==> src/rtl/vga_timing_pkg.sv <==
// vga_timing_pkg: default 640x480@60 VGA timing constants and shared coordinate helpers.
package vga_timing_pkg;

    typedef logic [9:0] coord_t;

    localparam int H_VISIBLE  = 640;
    localparam int H_FP       = 16;
    localparam int H_SYNC     = 96;
    localparam int H_BP       = 48;
    localparam int V_VISIBLE  = 480;
    localparam int V_FP       = 10;
    localparam int V_SYNC     = 2;
    localparam int V_BP       = 33;
    localparam int PIPE_DELAY = 2;

    localparam int H_TOTAL  = H_VISIBLE + H_FP + H_SYNC + H_BP;
    localparam int V_TOTAL  = V_VISIBLE + V_FP + V_SYNC + V_BP;
    localparam int HS_START = H_VISIBLE + H_FP;
    localparam int HS_END   = HS_START + H_SYNC;
    localparam int VS_START = V_VISIBLE + V_FP;
    localparam int VS_END   = VS_START + V_SYNC;

    // Compare in int so an end bound of 1024 still works with 10-bit coordinates.
    function automatic logic in_span(coord_t v, int lo, int hi);
        return int'(v) >= lo && int'(v) < hi;
    endfunction

endpackage

==> src/rtl/vga_sync_delay.sv <==
// vga_sync_delay: DEPTH-stage shift register for sync signals; every stage resets to 1 (inactive).
module vga_sync_delay #(
    parameter int DEPTH = 2
) (
    input  logic vga_clk,
    input  logic reset_n,
    input  logic d,
    output logic q
);

    if (DEPTH < 1) begin : g_depth_check
        $error("vga_sync_delay: DEPTH must be at least 1");
    end

    logic [DEPTH-1:0] sr;
    logic [DEPTH:0]   nxt;

    assign nxt = {sr, d};
    assign q   = sr[DEPTH-1];

    always_ff @(posedge vga_clk) begin
        if (!reset_n) sr <= '1;
        else          sr <= nxt[DEPTH-1:0];
    end

endmodule

==> src/rtl/vga_timing_gen.sv <==
// vga_timing_gen: VGA raster counters, registered DrawX/DrawY/blank bus, pipelined hs/vs,
// frame/line strobes and a frame counter.
module vga_timing_gen import vga_timing_pkg::*; #(
    parameter int H_VISIBLE  = vga_timing_pkg::H_VISIBLE,
    parameter int H_FP       = vga_timing_pkg::H_FP,
    parameter int H_SYNC     = vga_timing_pkg::H_SYNC,
    parameter int H_BP       = vga_timing_pkg::H_BP,
    parameter int V_VISIBLE  = vga_timing_pkg::V_VISIBLE,
    parameter int V_FP       = vga_timing_pkg::V_FP,
    parameter int V_SYNC     = vga_timing_pkg::V_SYNC,
    parameter int V_BP       = vga_timing_pkg::V_BP,
    parameter int PIPE_DELAY = vga_timing_pkg::PIPE_DELAY
) (
    input  logic       vga_clk,
    input  logic       reset_n,
    output coord_t     DrawX,
    output coord_t     DrawY,
    output logic       blank,
    output logic       hs,
    output logic       vs,
    output logic       frame_start,
    output logic       line_end,
    output logic [7:0] frame_count
);

    localparam int H_TOTAL  = H_VISIBLE + H_FP + H_SYNC + H_BP;
    localparam int V_TOTAL  = V_VISIBLE + V_FP + V_SYNC + V_BP;
    localparam int HS_START = H_VISIBLE + H_FP;
    localparam int HS_END   = HS_START + H_SYNC;
    localparam int VS_START = V_VISIBLE + V_FP;
    localparam int VS_END   = VS_START + V_SYNC;

    localparam coord_t H_LAST = coord_t'(H_TOTAL - 1);
    localparam coord_t V_LAST = coord_t'(V_TOTAL - 1);

    if (H_TOTAL > 1024 || V_TOTAL > 1024) begin : g_size_check
        $error("vga_timing_gen: H_TOTAL and V_TOTAL must not exceed 1024");
    end

    if (PIPE_DELAY < 0) begin : g_delay_check
        $error("vga_timing_gen: PIPE_DELAY must not be negative");
    end

    coord_t hc;
    coord_t vc;
    logic   last_x;
    logic   last_y;
    logic   hs_raw;
    logic   vs_raw;

    always_comb begin
        last_x = hc == H_LAST;
        last_y = vc == V_LAST;
        hs_raw = !in_span(hc, HS_START, HS_END);
        vs_raw = !in_span(vc, VS_START, VS_END);
    end

    always_ff @(posedge vga_clk) begin
        if (!reset_n) begin
            hc          <= '0;
            vc          <= '0;
            DrawX       <= '0;
            DrawY       <= '0;
            blank       <= 1'b0;
            frame_start <= 1'b0;
            line_end    <= 1'b0;
            frame_count <= '0;
        end else begin
            hc          <= last_x ? '0 : hc + 10'd1;
            vc          <= last_x ? (last_y ? '0 : vc + 10'd1) : vc;
            DrawX       <= hc;
            DrawY       <= vc;
            blank       <= in_span(hc, 0, H_VISIBLE) && in_span(vc, 0, V_VISIBLE);
            frame_start <= hc == '0 && vc == '0;
            line_end    <= last_x;
            // The last pixel of the frame is on the bus now; the next edge presents (0,0).
            if (line_end && DrawY == V_LAST) frame_count <= frame_count + 8'd1;
        end
    end

    // One extra stage registers the decode so hs/vs share DrawX's 1-cycle lag before the pipe delay.
    vga_sync_delay #(.DEPTH(PIPE_DELAY + 1)) u_hs_delay (
        .vga_clk (vga_clk),
        .reset_n (reset_n),
        .d       (hs_raw),
        .q       (hs)
    );

    vga_sync_delay #(.DEPTH(PIPE_DELAY + 1)) u_vs_delay (
        .vga_clk (vga_clk),
        .reset_n (reset_n),
        .d       (vs_raw),
        .q       (vs)
    );

endmodule

==> config.mk <==
export PLATFORM = sky130hd
export DESIGN_NAME = vga_timing_gen
export DESIGN_NICKNAME = d
export VERILOG_FILES = /design/src/rtl/vga_timing_pkg.sv /design/src/rtl/vga_sync_delay.sv /design/src/rtl/vga_timing_gen.sv
export SDC_FILE = /design/constraint.sdc
export NUM_CORES = 1
export LEC_CHECK = 0
export BUFFER_PORTS_ARGS = -buffer_cell sky130_fd_sc_hd__clkbuf_2
export CORE_ASPECT_RATIO = 0.7
export CORE_MARGIN = 1.5
export CORE_UTILIZATION = 35
export DETAILED_ROUTE_END_ITERATION = 10
export PLACE_DENSITY = 0.63
export SLEW_MARGIN = 20
export SYNTH_ARGS = -nofsm -noshare
export SYNTH_HDL_FRONTEND = slang
export SYNTH_HIERARCHICAL = 1
export SYNTH_SLANG_ARGS = --single-unit
==> constraint.sdc <==
create_clock -name vga_clk -period 3.7 [get_ports vga_clk]
set_clock_uncertainty 0.1 [all_clocks]
set_input_delay 0.185 -clock vga_clk [delete_from_list [all_inputs] [get_ports vga_clk]]
set_output_delay 0.185 -clock vga_clk [all_outputs]
set_load 0.03 [all_outputs]
==> results.json <==
{
  "hold_path_class": "in2reg",
  "yosys-top-cells-count": "dfxtp_1 (57), nor2_1 (22), and2_1 (15)",
  "yosysTopAreaCellShare_pct": 51.04,
  "slowest_delay_ns": 0.65,
  "gp_congestion": 0.7937,
  "use_met1_pct": 19.70,
  "synth_flop_cell": "dfxtp_1",
  "viasPerCell": 4.940,
  "critical_path_required_ns": 3.87,
  "slew_violations": 0,
  "hold_end": "u_hs_delay/sr[0]$_SDFF_PN1_",
  "clk_pin_slew_worst_paths_ns": 0.07,
  "setup_viol": 0,
  "gr-total-overflow": 0,
  "die_w_um": 98.53,
  "period_share_pct": 57.18,
  "post-place-cells": 336,
  "pin_count": 35,
  "multi_input_area_um2": 1011,
  "root_buffer": "clkbuf_8",
  "outcome": "finished, final reports clean",
  "cts_buffer_depth": 2,
  "antenna_found_initial": 0,
  "cts_buffers": 9,
  "total_power_mw": 1.222,
  "synthArstFlopShare_pct": 0,
  "track_usage_pct": 14.60,
  "crit_chain": "ha_1 > nand3_2 > or4_1 > or4_1 > a21oi_1",
  "cp_data_arrival_time_ns": 2.28,
  "io_buffers": 34,
  "htreeDepth": 3,
  "antenna_left": 0,
  "reg2reg_from": "hc[0]$_SDFF_PP0_",
  "rsz0062_at_grt": "false",
  "synth-edff-count": 0,
  "die_area_um2": 6884,
  "use_met2_pct": 19.94,
  "cts_tree": "done",
  "slowest_stage": "or4_1",
  "num_vias": 1739,
  "rows": 24,
  "fmax_mhz": 472.7,
  "path_delay_family": "simple AND/OR/NAND/NOR gates",
  "crit_buf_inv": 0,
  "post-cts-setup-buffers": 0,
  "max-slew-margin-rel_pct": 58.49,
  "start_kind": "register",
  "drc": 0,
  "num_antenna_cells": 0,
  "grt_pass1_wl_um": 7693,
  "critPathCaptureType": "register",
  "synth_fp_nets": 240,
  "whs_ns": 0.2469,
  "synth.area.top_cells": "dfxtp_1 (51%), and2_1 (4.2%), nor2_1 (3.7%), ha_1 (3.4%), xor2_1 (3.1%)",
  "ys_ff_latch": 57,
  "holdPathStages": 2,
  "area_growth_pct": 18.52,
  "cts-hold-fix-buffers": 0,
  "worst_pin_slew_ns": 0.6140,
  "rrSetupSlack_ns": 1.58,
  "r2r-end": "vc[9]$_SDFFE_PN0P_",
  "avgRoutedWirePerCell_um": 12.88,
  "critPathKind": "reg2reg",
  "layout_min_cycle_time_ns": 2.116,
  "fin_cells": 352,
  "pre_cts_slack_ns": 1.592,
  "yosys_warnings": 6,
  "cts_sinks": 57,
  "syn_avg_cell_area_um2": 9.637,
  "grt_max_degree": 28,
  "tns_ns": 0,
  "ctsResizeCount": 0,
  "drive_gt1_share_pct": 20.44,
  "setup_ws_ns": 1.584,
  "grt_busiest_layer": "met2",
  "netlist_area_um2": 2236,
  "nNetsFinal": 277,
  "hold_viol": 0,
  "finalWirelength_um": 4535,
  "start_util_pct": 36.14,
  "use_met3_pct": 7.107,
  "drt_first_pass_iters": 4,
  "p_leak_nw": 1.039,
  "die_h_um": 69.87,
  "cpMostUsedCell": "or4_1",
  "core_um2": 6186,
  "fillerInstances": 621,
  "seq_area_um2": 1141,
  "drtIter0Drc": 63,
  "dp_hpwl_um": 3166,
  "synth_cell_types": 39,
  "irDropWorstVdd_mv": 0.2081,
  "drv_cap": 0,
  "postSynthCellCount": 232,
  "crit_fanout": 7,
  "crit_start": "hc[0]$_SDFF_PP0_",
  "synth_most_common_cell": "dfxtp_1",
  "holdCritStartpoint": "reset_n",
  "synth_top_area_cell": "dfxtp_1",
  "ff2ff_path_depth": 5,
  "grt_pass1_vias": 1607,
  "clk_latency_ns": 0.34,
  "ys_seq_area_share_pct": 51.04,
  "p_per_area_nw_per_um2": 461.1
}
[power by group]
| part | switching, mW | internal (mW) |
|---|---|---|
| Sequential | 0.00448 | 0.620 |
| Clock | 0.238 | 0.326 |
| Combinational | 0.0235 | 0.00922 |
| Total | 0.266 | 0.956 |
[layout by cell type, fill, tap and decap left out, types with 2 or more instances in the layout]
master      count
clkinv_2        2
inv_1           6
or4_1           6
clkbuf_2       34
clkinvlp_4      2
a21oi_1        11
nor3b_1         2
o21ai_1         2
o21ai_0         6
xnor2_1         6
nor3_1          2
nand3_2         2
nor4b_1         3
dfxtp_1        57
or3_1           6
o31ai_1         2
and3_1          6
and2_1         15
clkbuf_8       10
nand4_1         8
xor2_1          8
nor4_1          4
nand2b_1        6
nand2_1        12
ha_1            6
nor2_1         22
nand3_1        13
[cell families after synthesis]
| family | share of synthesized area, % |
|---|---|
| XOR/XNOR | 5.484 |
| AO/OA/AOI/OAI | 5.988 |
| buffers and inverters | 3.749 |
| multiplexers | 0.4477 |
| flip-flops | 51.04 |
| adder cells (fa/ha/maj) | 3.357 |
| AND/OR/NAND/NOR | 29.94 |
[final cells by class]
cell class / count / share of cell area (%)
sequential: 57 / 43.06
multi-input combinational: 159 / 38.15
inverter: 7 / 0.9915
clock buffer: 11 / 5.335
clock inverter: 5 / 2.077
timing repair buffer: 35 / 6.704
tap: 78 / 3.683
[per-stage QoR]
stage / utilization [%] / instance area, um^2
6_report: 42.84 / 2650
5_1_grt: 42.84 / 2650
4_1_cts: 42.84 / 2650
3_5_place_dp: 39.66 / 2454
3_3_place_gp: 39.66 / 2454
2_1_floorplan: - / 2236
[metal layers]
metal / vias to the layer above / wire length (um)
met5: - / 0
met4: 0 / 57
met1: 802 / 2300
li1: 878 / -
met3: 6 / 331
met2: 53 / 1845
[state kept, by name, indices dropped and copies added, names as in the netlist]
| name | count |
|---|---|
| hc | 10 |
| u_vs_delay/sr | 3 |
| DrawX | 10 |
| line_end | 1 |
| vc | 10 |
| frame_count | 8 |
| DrawY | 10 |
| u_hs_delay/sr | 3 |
| blank | 1 |
| frame_start | 1 |
[how the worst max path moves through the flow]
stage / endpoint / slack, ns / depth (start not counted)
after floorplan: vc[9]$_SDFFE_PN0P_ / 1.71 / 6
after detailed placement: vc[9]$_SDFFE_PN0P_ / 1.59 / 5
after global placement: vc[9]$_SDFFE_PN0P_ / 1.64 / 5
after global routing: vc[9]$_SDFFE_PN0P_ / 1.45 / 5
after CTS: vc[9]$_SDFFE_PN0P_ / 1.59 / 5
final: vc[9]$_SDFFE_PN0P_ / 1.58 / 5
Power figures use the tool's default switching activity.
